<file path="src/rtl/ms_alu_sequencer.sv">
// Control sequencer for the shared-bus register file / ALU datapath.
// Optional illegal-opcode trap flag enabled by defining MS_SEQ_ILLEGAL_TRAP_EN.
module ms_alu_sequencer #(
  parameter int IW  = 10,
  parameter int RSW = 2
) (
  input  logic                CLKb,
  input  logic                Clear,
  input  logic                Run,
  input  logic [IW-1:0]       INSTR,
  output logic [2**RSW-1:0]   Rin,
  output logic [2**RSW-1:0]   Rout,
  output logic                Extern,
  output logic                Ain,
  output logic                Gin,
  output logic                Gout,
  output logic [2:0]          ALUControl,
  output logic                Busy,
  output logic                Done,
  output logic                Err
);

  // state | meaning
  // IDLE  | waiting for Run, all controls low
  // T1    | first control step of the captured instruction
  // T2    | second step (INV write-back, binary-op compute)
  // T3    | binary-op write-back from G
  typedef enum logic [1:0] {S_IDLE, S_T1, S_T2, S_T3} state_t;

  localparam int NREG = 2**RSW;

  state_t          state;
  logic [IW-1:0]   ir;
  logic [3:0]      op;
  logic [RSW-1:0]  rx, ry;
  logic [NREG-1:0] dx, dy;
  logic            is_load, is_copy, is_inv, is_bin, is_ill;
  logic [2:0]      alu_op;
  logic            unused_ir;

  assign op = ir[IW-1 -: 4];
  assign rx = ir[IW-5 -: RSW];
  assign ry = ir[IW-5-RSW -: RSW];
  assign dx = {{(NREG-1){1'b0}}, 1'b1} << rx;
  assign dy = {{(NREG-1){1'b0}}, 1'b1} << ry;
  // low instruction bits carry no meaning but are still captured whole
  assign unused_ir = ^ir;

  assign is_ill  = op[3];
  assign is_load = (op == 4'b0000);
  assign is_copy = (op == 4'b0001);
  assign is_inv  = (op == 4'b0100);

  always_comb begin
    is_bin = 1'b1;
    alu_op = 3'b000;
    case (op)
      4'b0010: alu_op = 3'b000;
      4'b0011: alu_op = 3'b001;
      4'b0101: alu_op = 3'b011;
      4'b0110: alu_op = 3'b100;
      4'b0111: alu_op = 3'b101;
      default: is_bin = 1'b0;
    endcase
  end

  always_ff @(posedge CLKb) begin
    if (Clear) begin
      state <= S_IDLE;
      ir    <= '0;
    end else begin
      case (state)
        S_IDLE: if (Run) begin
          ir    <= INSTR;
          state <= S_T1;
        end
        S_T1:    state <= (is_inv || is_bin) ? S_T2 : S_IDLE;
        S_T2:    state <= is_bin ? S_T3 : S_IDLE;
        S_T3:    state <= S_IDLE;
        default: state <= S_IDLE;
      endcase
    end
  end

  always_comb begin
    Rin        = '0;
    Rout       = '0;
    Extern     = 1'b0;
    Ain        = 1'b0;
    Gin        = 1'b0;
    Gout       = 1'b0;
    ALUControl = 3'b000;
    Done       = 1'b0;
    Err        = 1'b0;
    case (state)
      S_T1: begin
        if (is_load) begin
          Extern = 1'b1;
          Rin    = dx;
          Done   = 1'b1;
        end else if (is_copy) begin
          Rout = dy;
          Rin  = dx;
          Done = 1'b1;
        end else if (is_inv) begin
          Rout       = dy;
          Gin        = 1'b1;
          ALUControl = 3'b010;
        end else if (is_bin) begin
          Rout = dx;
          Ain  = 1'b1;
        end else begin
          Done = 1'b1;
`ifdef MS_SEQ_ILLEGAL_TRAP_EN
          Err  = is_ill;
`else
          Err  = 1'b0;
`endif
        end
      end
      S_T2: begin
        if (is_inv) begin
          Gout = 1'b1;
          Rin  = dx;
          Done = 1'b1;
        end else if (is_bin) begin
          Rout       = dy;
          Gin        = 1'b1;
          ALUControl = alu_op;
        end
      end
      S_T3: begin
        Gout = 1'b1;
        Rin  = dx;
        Done = 1'b1;
      end
      default: ;
    endcase
  end

  assign Busy = (state != S_IDLE);

endmodule

</file>
<file path="config.mk">
export PLATFORM = sky130hd
export DESIGN_NAME = ms_alu_sequencer
export DESIGN_NICKNAME = d
export VERILOG_FILES = /design/src/rtl/ms_alu_sequencer.sv
export SDC_FILE = /design/constraint.sdc
export NUM_CORES = 1
export LEC_CHECK = 0
export ABC_AREA = 1
export BUFFER_PORTS_ARGS = -buffer_cell sky130_fd_sc_hd__clkbuf_2
export CAP_MARGIN = 20
export CORE_MARGIN = 2
export CORE_UTILIZATION = 47
export DETAILED_ROUTE_END_ITERATION = 6
export PLACE_DENSITY_LB_ADDON = 0.08
export SLEW_MARGIN = 25
export SYNTH_ARGS = -nofsm -noshare
export SYNTH_HDL_FRONTEND = slang
export SYNTH_SLANG_ARGS = --single-unit
</file>
<file path="constraint.sdc">
create_clock -name CLKb -period 1.7 [get_ports CLKb]
set_input_delay 0 -clock CLKb [delete_from_list [all_inputs] [get_ports CLKb]]
set_output_delay 0 -clock CLKb [all_outputs]
set_load 0.03 [all_outputs]
</file>
==> results of run 1 <==
## path summary, 6_finish.rpt
kind / end / slack (ps)
max: Rin[2] / 110
min: ir[9]$_SDFFE_PP0P_ / 20
max reg2reg: ir[2]$_SDFFE_PP0P_ / 270
min reg2reg: ir[9]$_SDFFE_PP0P_ / 500
## cell families (layout without fill, tap and decap cells)
| family | count (synthesis) | in the layout |
|---|---|---|
| compound gates | 30 | 30 |
| fa+ha+maj | 5 | 5 |
| buf+inv | 27 | 57 |
| flops | 10 | 10 |
| simple gates | 64 | 64 |
| other cells | 1 | 1 |
## cell usage after synthesis
master	instances
nor2_2	1
o21ai_4	1
nand2_1	38
conb_1	1
ha_1	5
nor3_1	1
nand3_1	2
o21ai_2	1
dfxtp_1	10
a21oi_1	19
nand2_2	2
buf_4	1
o211ai_1	1
nor2_1	15
nor3b_1	1
nand4_1	3
buf_2	1
nor4_1	1
inv_1	24
o21ai_0	8
clkbuf_1	1
## layout make-up
| class | instances | area, um^2 |
|---|---|---|
| fillers | 153 | 492 |
| multi-input cells | 100 | 548 |
| inverters | 24 | 90.1 |
| well taps | 16 | 20.0 |
| clock buffers | 3 | 22.5 |
| repair buffers | 30 | 181 |
| flip-flops and latches | 10 | 205 |
## power by group through the flow
stage                     Combinational (mW)  Sequential (mW)  Clock, mW
after global placement                 0.238            0.281          0
after CTS                              0.248            0.278      0.159
final                                  0.273            0.284      0.151
after global routing                   0.313            0.288      0.166
after floorplan                        0.190            0.278          0
after detailed placement               0.243            0.282          0
## cells in the final DEF, fill, tap and decap left out, types with 2 or more instances in the layout
cell       n
nand4_1    3
inv_2      2
nand3_1    2
ha_4       2
a21oi_2    2
a21oi_1   17
clkbuf_2  19
nand2_1   37
o21ai_0    8
dfxtp_1    6
inv_1     22
clkbuf_4   6
nor2_1    12
buf_4      5
nand2_2    3
ha_1       3
dfxtp_2    4
nor2_2     4
## per-layer routing
metal | up-vias | part of all wire
li1 | 493 | -
met1 | 380 | 0.50
met2 | 20 | 0.45
met3 | 2 | 0.041
met4 | 0 | 0.0031
met5 | - | 0
## metrics by stage
step | cells | power, mW | area [um^2] | worst slack [ps] | util
global route | 183 | 0.767 | 1070 | -6.51 | 0.685
CTS | 181 | 0.685 | 986 | 25.5 | 0.632
global placement | 177 | 0.520 | 945 | 266 | 0.606
finish | 183 | 0.709 | 1070 | 106 | 0.685
detailed placement | 177 | 0.526 | 945 | 250 | 0.606
floorplan | 137 | 0.468 | 806 | 5.59 | -
## registers in the layout, summed over array words and instances, names as in the netlist
| register | cells |
|---|---|
| ir | 8 |
| state | 2 |
## worst min-delay path, stage by stage
cell      delay, ps
clkbuf_2         70
o21ai_0          70
a21oi_1         100
## repair_timing
| action | CTS | global route |
|---|---|---|
| hold endpoints to repair | 1 | 0 |
| gates cloned | 0 | 0 |
| pin swaps | 0 | 2 |
| gates resized for setup | 2 | 35 |
| setup endpoints to repair | 4 | 9 |
| hold buffers | 1 | 0 |
| setup buffers | 0 | 2 |
==> out/qor.tcl, run 1 <==
set qor(post_synth_top_area_share) 0.248
set qor(cts_inserted_buffers) 3
set qor(max_freq_ghz) 0.627
set qor(power_per_cell_area_mw_per_mm2) 664
set qor(num_antenna_cells) 0
set qor(gp_congestion) 0.883
set qor(cts-htree-levels) 1
set qor(synth_mux_area_frac) 0
set qor(grt_first_pass_wirelength_um) 3280
set qor(synth-xor-area-share) 0
set qor(initial_utilization) 0.517
set qor(synth_fa_ha_area_frac) 0.0776
set qor(count_of_yosys_warnings_during_synthesis) 0
set qor(chipWidth_um) 45.4
set qor(sw_frac_of_total) 0.389
set qor(drt-initial-drc-count) 22
set qor(worst_path_most_repeated_cell) {inv_1}
set qor(endpoint_kind) {output pin}
set qor(pwr-share-seq) 0.401
set qor(min-delay-start) {INSTR[9]}
set qor(total_standard_cell_area_after_synthesis_um2) 806
set qor(placeableCoreArea_mm2) 0.00156
set qor(p_leak_nw) 0.543
set qor(cts_tree) {built}
set qor(timing.critical_path.cells) {inv_1 -> ha_4 -> inv_1 -> nor4_2 -> o21ai_2 -> nor2_1 -> clkbuf_2}
set qor(dp_hpwl_um) 1490
set qor(yosysTopAreaCell) {dfxtp_1}
set qor(clock-root-buffer) {clkbuf_4}
set qor(path_clk_slew_ps) 60
set qor(fraction_of_the_mapped_netlist_area_in_compound_gates) 0.208
set qor(ys_ff_latch) 10
set qor(timing.critical_path.buf_inv) 3
set qor(reg2reg_from) {state[1]$_SDFFE_PP0P_}
set qor(cp_top_family) {buffers and inverters}
set qor(yosysUniqueCellTypes) 21
set qor(io_pins) 31
set qor(ir_worst_vdd_uv) 493
set qor(fin_hold_ws_ps) 23.4
set qor(grt_pass1_vias) 808
set qor(cts_max_path_buffers) 2
set qor(routedWlPerCell_um) 10.4
set qor(grt_util_all_layers) 0.211
set qor(comb_power_share) 0.385
set qor(cp_max_fo) 5
set qor(critPathLaunch) {state[1]$_SDFFE_PP0P_}
set qor(total_switching_power_uw) 276
set qor(synth_area_per_cell_um2) 5.88
set qor(area.growth.synth_to_final_pct) 32.5
set qor(syn_nets) 155
set qor(use_met1) 0.307
set qor(worstPathRequired_ps) 1700
set qor(setup_viol_count_final) 0
set qor(grt_use_met3) 0.0119
set qor(die-area_mm2) 0.00206
set qor(timing.critical_path.arrival_ps) 1590
set qor(port_buffers) 27
set qor(drt_via_density) 4.89
set qor(timing.final.crit_period_ps) 1590
set qor(grt_start_max_net_pins) 17
set qor(critPathKind) {reg -> out}
set qor(detailroute.via_count) 895
set qor(power_frac_clock) 0.213
set qor(p_int_uw) 433
set qor(final_antenna_net_count) 0
set qor(holdPathStages) 3
set qor(syn_inst) 137
set qor(finalHoldViolCount) 0
set qor(dieHeight_um) 45.4
set qor(overflow) 0
set qor(min_path_type) {in -> reg}
set qor(total_number_of_nets_in_the_final_design) 187
set qor(timing.critical_path.depth) 7
set qor(post_synth_and_or_nand_nor_area_fraction) 0.329
set qor(cp_slowest_stage_delay_ps) 350
set qor(layout-drive-gt1-share) 0.311
set qor(placement_rows) 14
set qor(synth_top_family_by_area) {simple AND/OR/NAND/NOR gates}
set qor(drt_wl_total_um) 1910
set qor(drv.max_cap_violation_count) 0
set qor(register_area_share_after_synthesis) 0.248
set qor(cpMaxStageDelayCell) {dfxtp_2}
set qor(drv_slew) 0
set qor(use_met2) 0.330
set qor(drtPass1Iterations) 4
set qor(grt_antenna_before_repair) 0
set qor(cts_num_sinks) 10
set qor(synthTopCellsByArea) {dfxtp_1, nand2_1, a21oi_1, inv_1, ha_1}
set qor(grt-busiest-layer) {met2}
set qor(status) {finished clean}
set qor(r2r.worst_path.cells) 5
set qor(final_min_period_over_clock_period) 0.938
set qor(crit_path_start_kind) {flip-flop}
set qor(final.setup.tns_ps) 0
set qor(drt_drc_violations_left) 0
set qor(clock_skew_ps) 1.44
set qor(clock_insertion_delay_worst_skew_ps) 250
Power figures use the tool's default switching activity.
==> run 2, diff against run 1 <==
--- a/config.mk
+++ b/config.mk
@@ -8,10 +8,11 @@
 export ABC_AREA = 1
 export BUFFER_PORTS_ARGS = -buffer_cell sky130_fd_sc_hd__clkbuf_2
 export CAP_MARGIN = 20
-export CORE_MARGIN = 2
 export CORE_UTILIZATION = 47
 export DETAILED_ROUTE_END_ITERATION = 6
+export GPL_ROUTABILITY_DRIVEN = 0
 export PLACE_DENSITY_LB_ADDON = 0.08
+export RECOVER_POWER = 100
 export SLEW_MARGIN = 25
 export SYNTH_ARGS = -nofsm -noshare
 export SYNTH_HDL_FRONTEND = slang
==> run 2 against run 1 <==
Net effect: the run now ends with DRC left; final area grew 0.35%; global-route usage is 0.37 points higher; worst setup slack worse by 11 ps; critical path type unchanged; largest power group unchanged; highest routed layer unchanged.
==> out/qor.tcl, run 2 (synthesized netlist as in run 1, its figures left out) <==
set qor(clock_skew_ps) 3.61
set qor(chipWidth_um) 43.4
set qor(grt_first_pass_wirelength_um) 3210
set qor(cp_max_fo) 5
set qor(area.growth.synth_to_final_pct) 32.9
set qor(largest_reg_flops) 8
set qor(crit_path_start_kind) {flip-flop}
set qor(register_with_the_most_flip_flops) {ir}
set qor(grt_antenna_before_repair) 0
set qor(cts_max_path_buffers) 2
set qor(cts_num_sinks) 10
set qor(r2r_setup_slack_ps) 280
set qor(port_buffers) 27
set qor(unrepaired_setup_endpoints_after_global_routing) {no}
set qor(final.setup.tns_ps) 0
set qor(placement_rows) 14
set qor(drt-initial-drc-count) 23
set qor(mostFrequentLayoutCell) {nand2_1}
set qor(endpoint_kind) {output pin}
set qor(final_min_period_over_clock_period) 0.945
set qor(drt_drc_violations_left) 4
set qor(die-area_mm2) 0.00188
set qor(io_pins) 31
set qor(cts-htree-levels) 1
set qor(grt_util_all_layers) 0.215
set qor(worstPathRequired_ps) 1700
set qor(drt_wl_total_um) 2010
set qor(reg_top3) {ir: 8 flops, state: 2 flops}
set qor(drv_slew) 0
set qor(ir_worst_vdd_uv) 451
set qor(dieHeight_um) 43.4
set qor(setup_viol_count_final) 0
set qor(routedWlPerCell_um) 11.0
set qor(power_per_cell_area_mw_per_mm2) 668
set qor(status) {finished with violations}
set qor(max_freq_ghz) 0.623
set qor(critPathLaunch) {ir[9]$_SDFFE_PP0P_}
set qor(critPathKind) {reg -> out}
set qor(finalHoldViolCount) 0
set qor(overflow) 0
set qor(timing.critical_path.arrival_ps) 1610
set qor(path_clk_slew_ps) 60
set qor(reg2reg_from) {state[0]$_SDFFE_PP0P_}
set qor(final_antenna_net_count) 0
set qor(grt_start_max_net_pins) 17
set qor(detailroute.via_count) 923
set qor(drv.max_cap_violation_count) 0
set qor(initial_utilization) 0.517
set qor(cts_inserted_buffers) 3
set qor(timing.final.crit_period_ps) 1610
set qor(cts_tree) {built}
set qor(total_number_of_nets_in_the_final_design) 187
set qor(drtPass1Iterations) 6
set qor(dp_hpwl_um) 1470
set qor(drt_via_density) 5.04
set qor(num_antenna_cells) 0
set qor(failed_checks) {DRC}
set qor(dpl-instance-area_um2) 945
set qor(placeableCoreArea_mm2) 0.00156
set qor(clock-root-buffer) {clkbuf_4}
set qor(clock_insertion_delay_worst_skew_ps) 250
set qor(r2r.worst_path.cells) 5
set qor(end_of_the_worst_register_to_register_path) {ir[7]$_SDFFE_PP0P_}
set qor(grt_pass1_vias) 784
set qor(layout.cells.most_common_list) {nand2_1, inv_1, a21oi_1, clkbuf_2, nor2_1}
set qor(min_path_type) {in -> reg}
set qor(p_leak_nw) 0.535
set qor(layout-drive-gt1-share) 0.287
set qor(critical_path.endpoint) {Gin}
set qor(final_cell_area_mm2) 0.00107
==> run 2: cell count changes in the layout (fill, tap and decap cells not counted), moves of 2 or more <==
cell      delta
clkbuf_1     +3
clkbuf_4     -3
a21oi_1      +2
a21oi_2      -2
nor2_2       -2
==> run 2: power by group <==
| part | switching [mW] | internal [mW] | leakage [nW] |
|---|---|---|---|
| combinational | 0.187 | 0.0916 | 0.437 |
| clock | 0.0681 | 0.0811 | 0.0138 |
| sequential | 0.0299 | 0.257 | 0.0847 |
| total | 0.285 | 0.430 | 0.535 |
==> run 2: routing by layer <==
metal	GRT usage	part of all wire
met2	0.336	0.45
met3	0.0125	0.060
met4	0.0375	0.0030
met1	0.330	0.49
met5	0	0
==> run 2: worst min path at each step <==
stage / from / to / slack [ps] / depth (start not counted)
5_1_grt: INSTR[8] / ir[8]$_SDFFE_PP0P_ / 50 / 3
3_3_place_gp: Clear / state[1]$_SDFFE_PP0P_ / 170 / 2
3_5_place_dp: Clear / state[1]$_SDFFE_PP0P_ / 180 / 2
2_1_floorplan: Clear / state[1]$_SDFFE_PP0P_ / 70 / 1
6_report: INSTR[9] / ir[9]$_SDFFE_PP0P_ / 20 / 3
4_1_cts: INSTR[9] / ir[9]$_SDFFE_PP0P_ / 20 / 3
==> run 2: critical path: stages (launching register included) <==
cell      delay (ps)
dfxtp_2          350
inv_1             90
nand2_2          120
o21ai_4          230
buf_4            150
nand2_2           60
a21oi_1          140
clkbuf_2         220
==> run 2: timing repair <==
item,in CTS,in global routing
setup buffers,0,1
endpoints found under the hold margin,1,0
gates resized for setup,2,33
gates cloned,0,1
pin swaps,0,3
setup endpoints to repair,4,9
hold buffers,1,0
==> run 2: final cells by class <==
class	instances	area (um^2)
sequential	10	209
timing repair buffer	29	156
tap	16	20.0
fill	153	488
inverter	24	92.6
clock buffer	3	22.5
multi-input combinational	101	571
==> run 2: metrics by stage <==
stage / util / power, mW / cells / hold slack (ps) / worst slack (ps)
2_1_floorplan: - / 0.468 / 137 / 69.1 / 5.59
3_3_place_gp: 0.606 / 0.519 / 177 / 172 / 271
3_5_place_dp: 0.606 / 0.525 / 177 / 178 / 243
4_1_cts: 0.632 / 0.680 / 181 / 15.9 / 33.3
5_1_grt: 0.687 / 0.766 / 183 / 47.0 / 14.7
6_report: 0.687 / 0.715 / 183 / 24.6 / 94.3
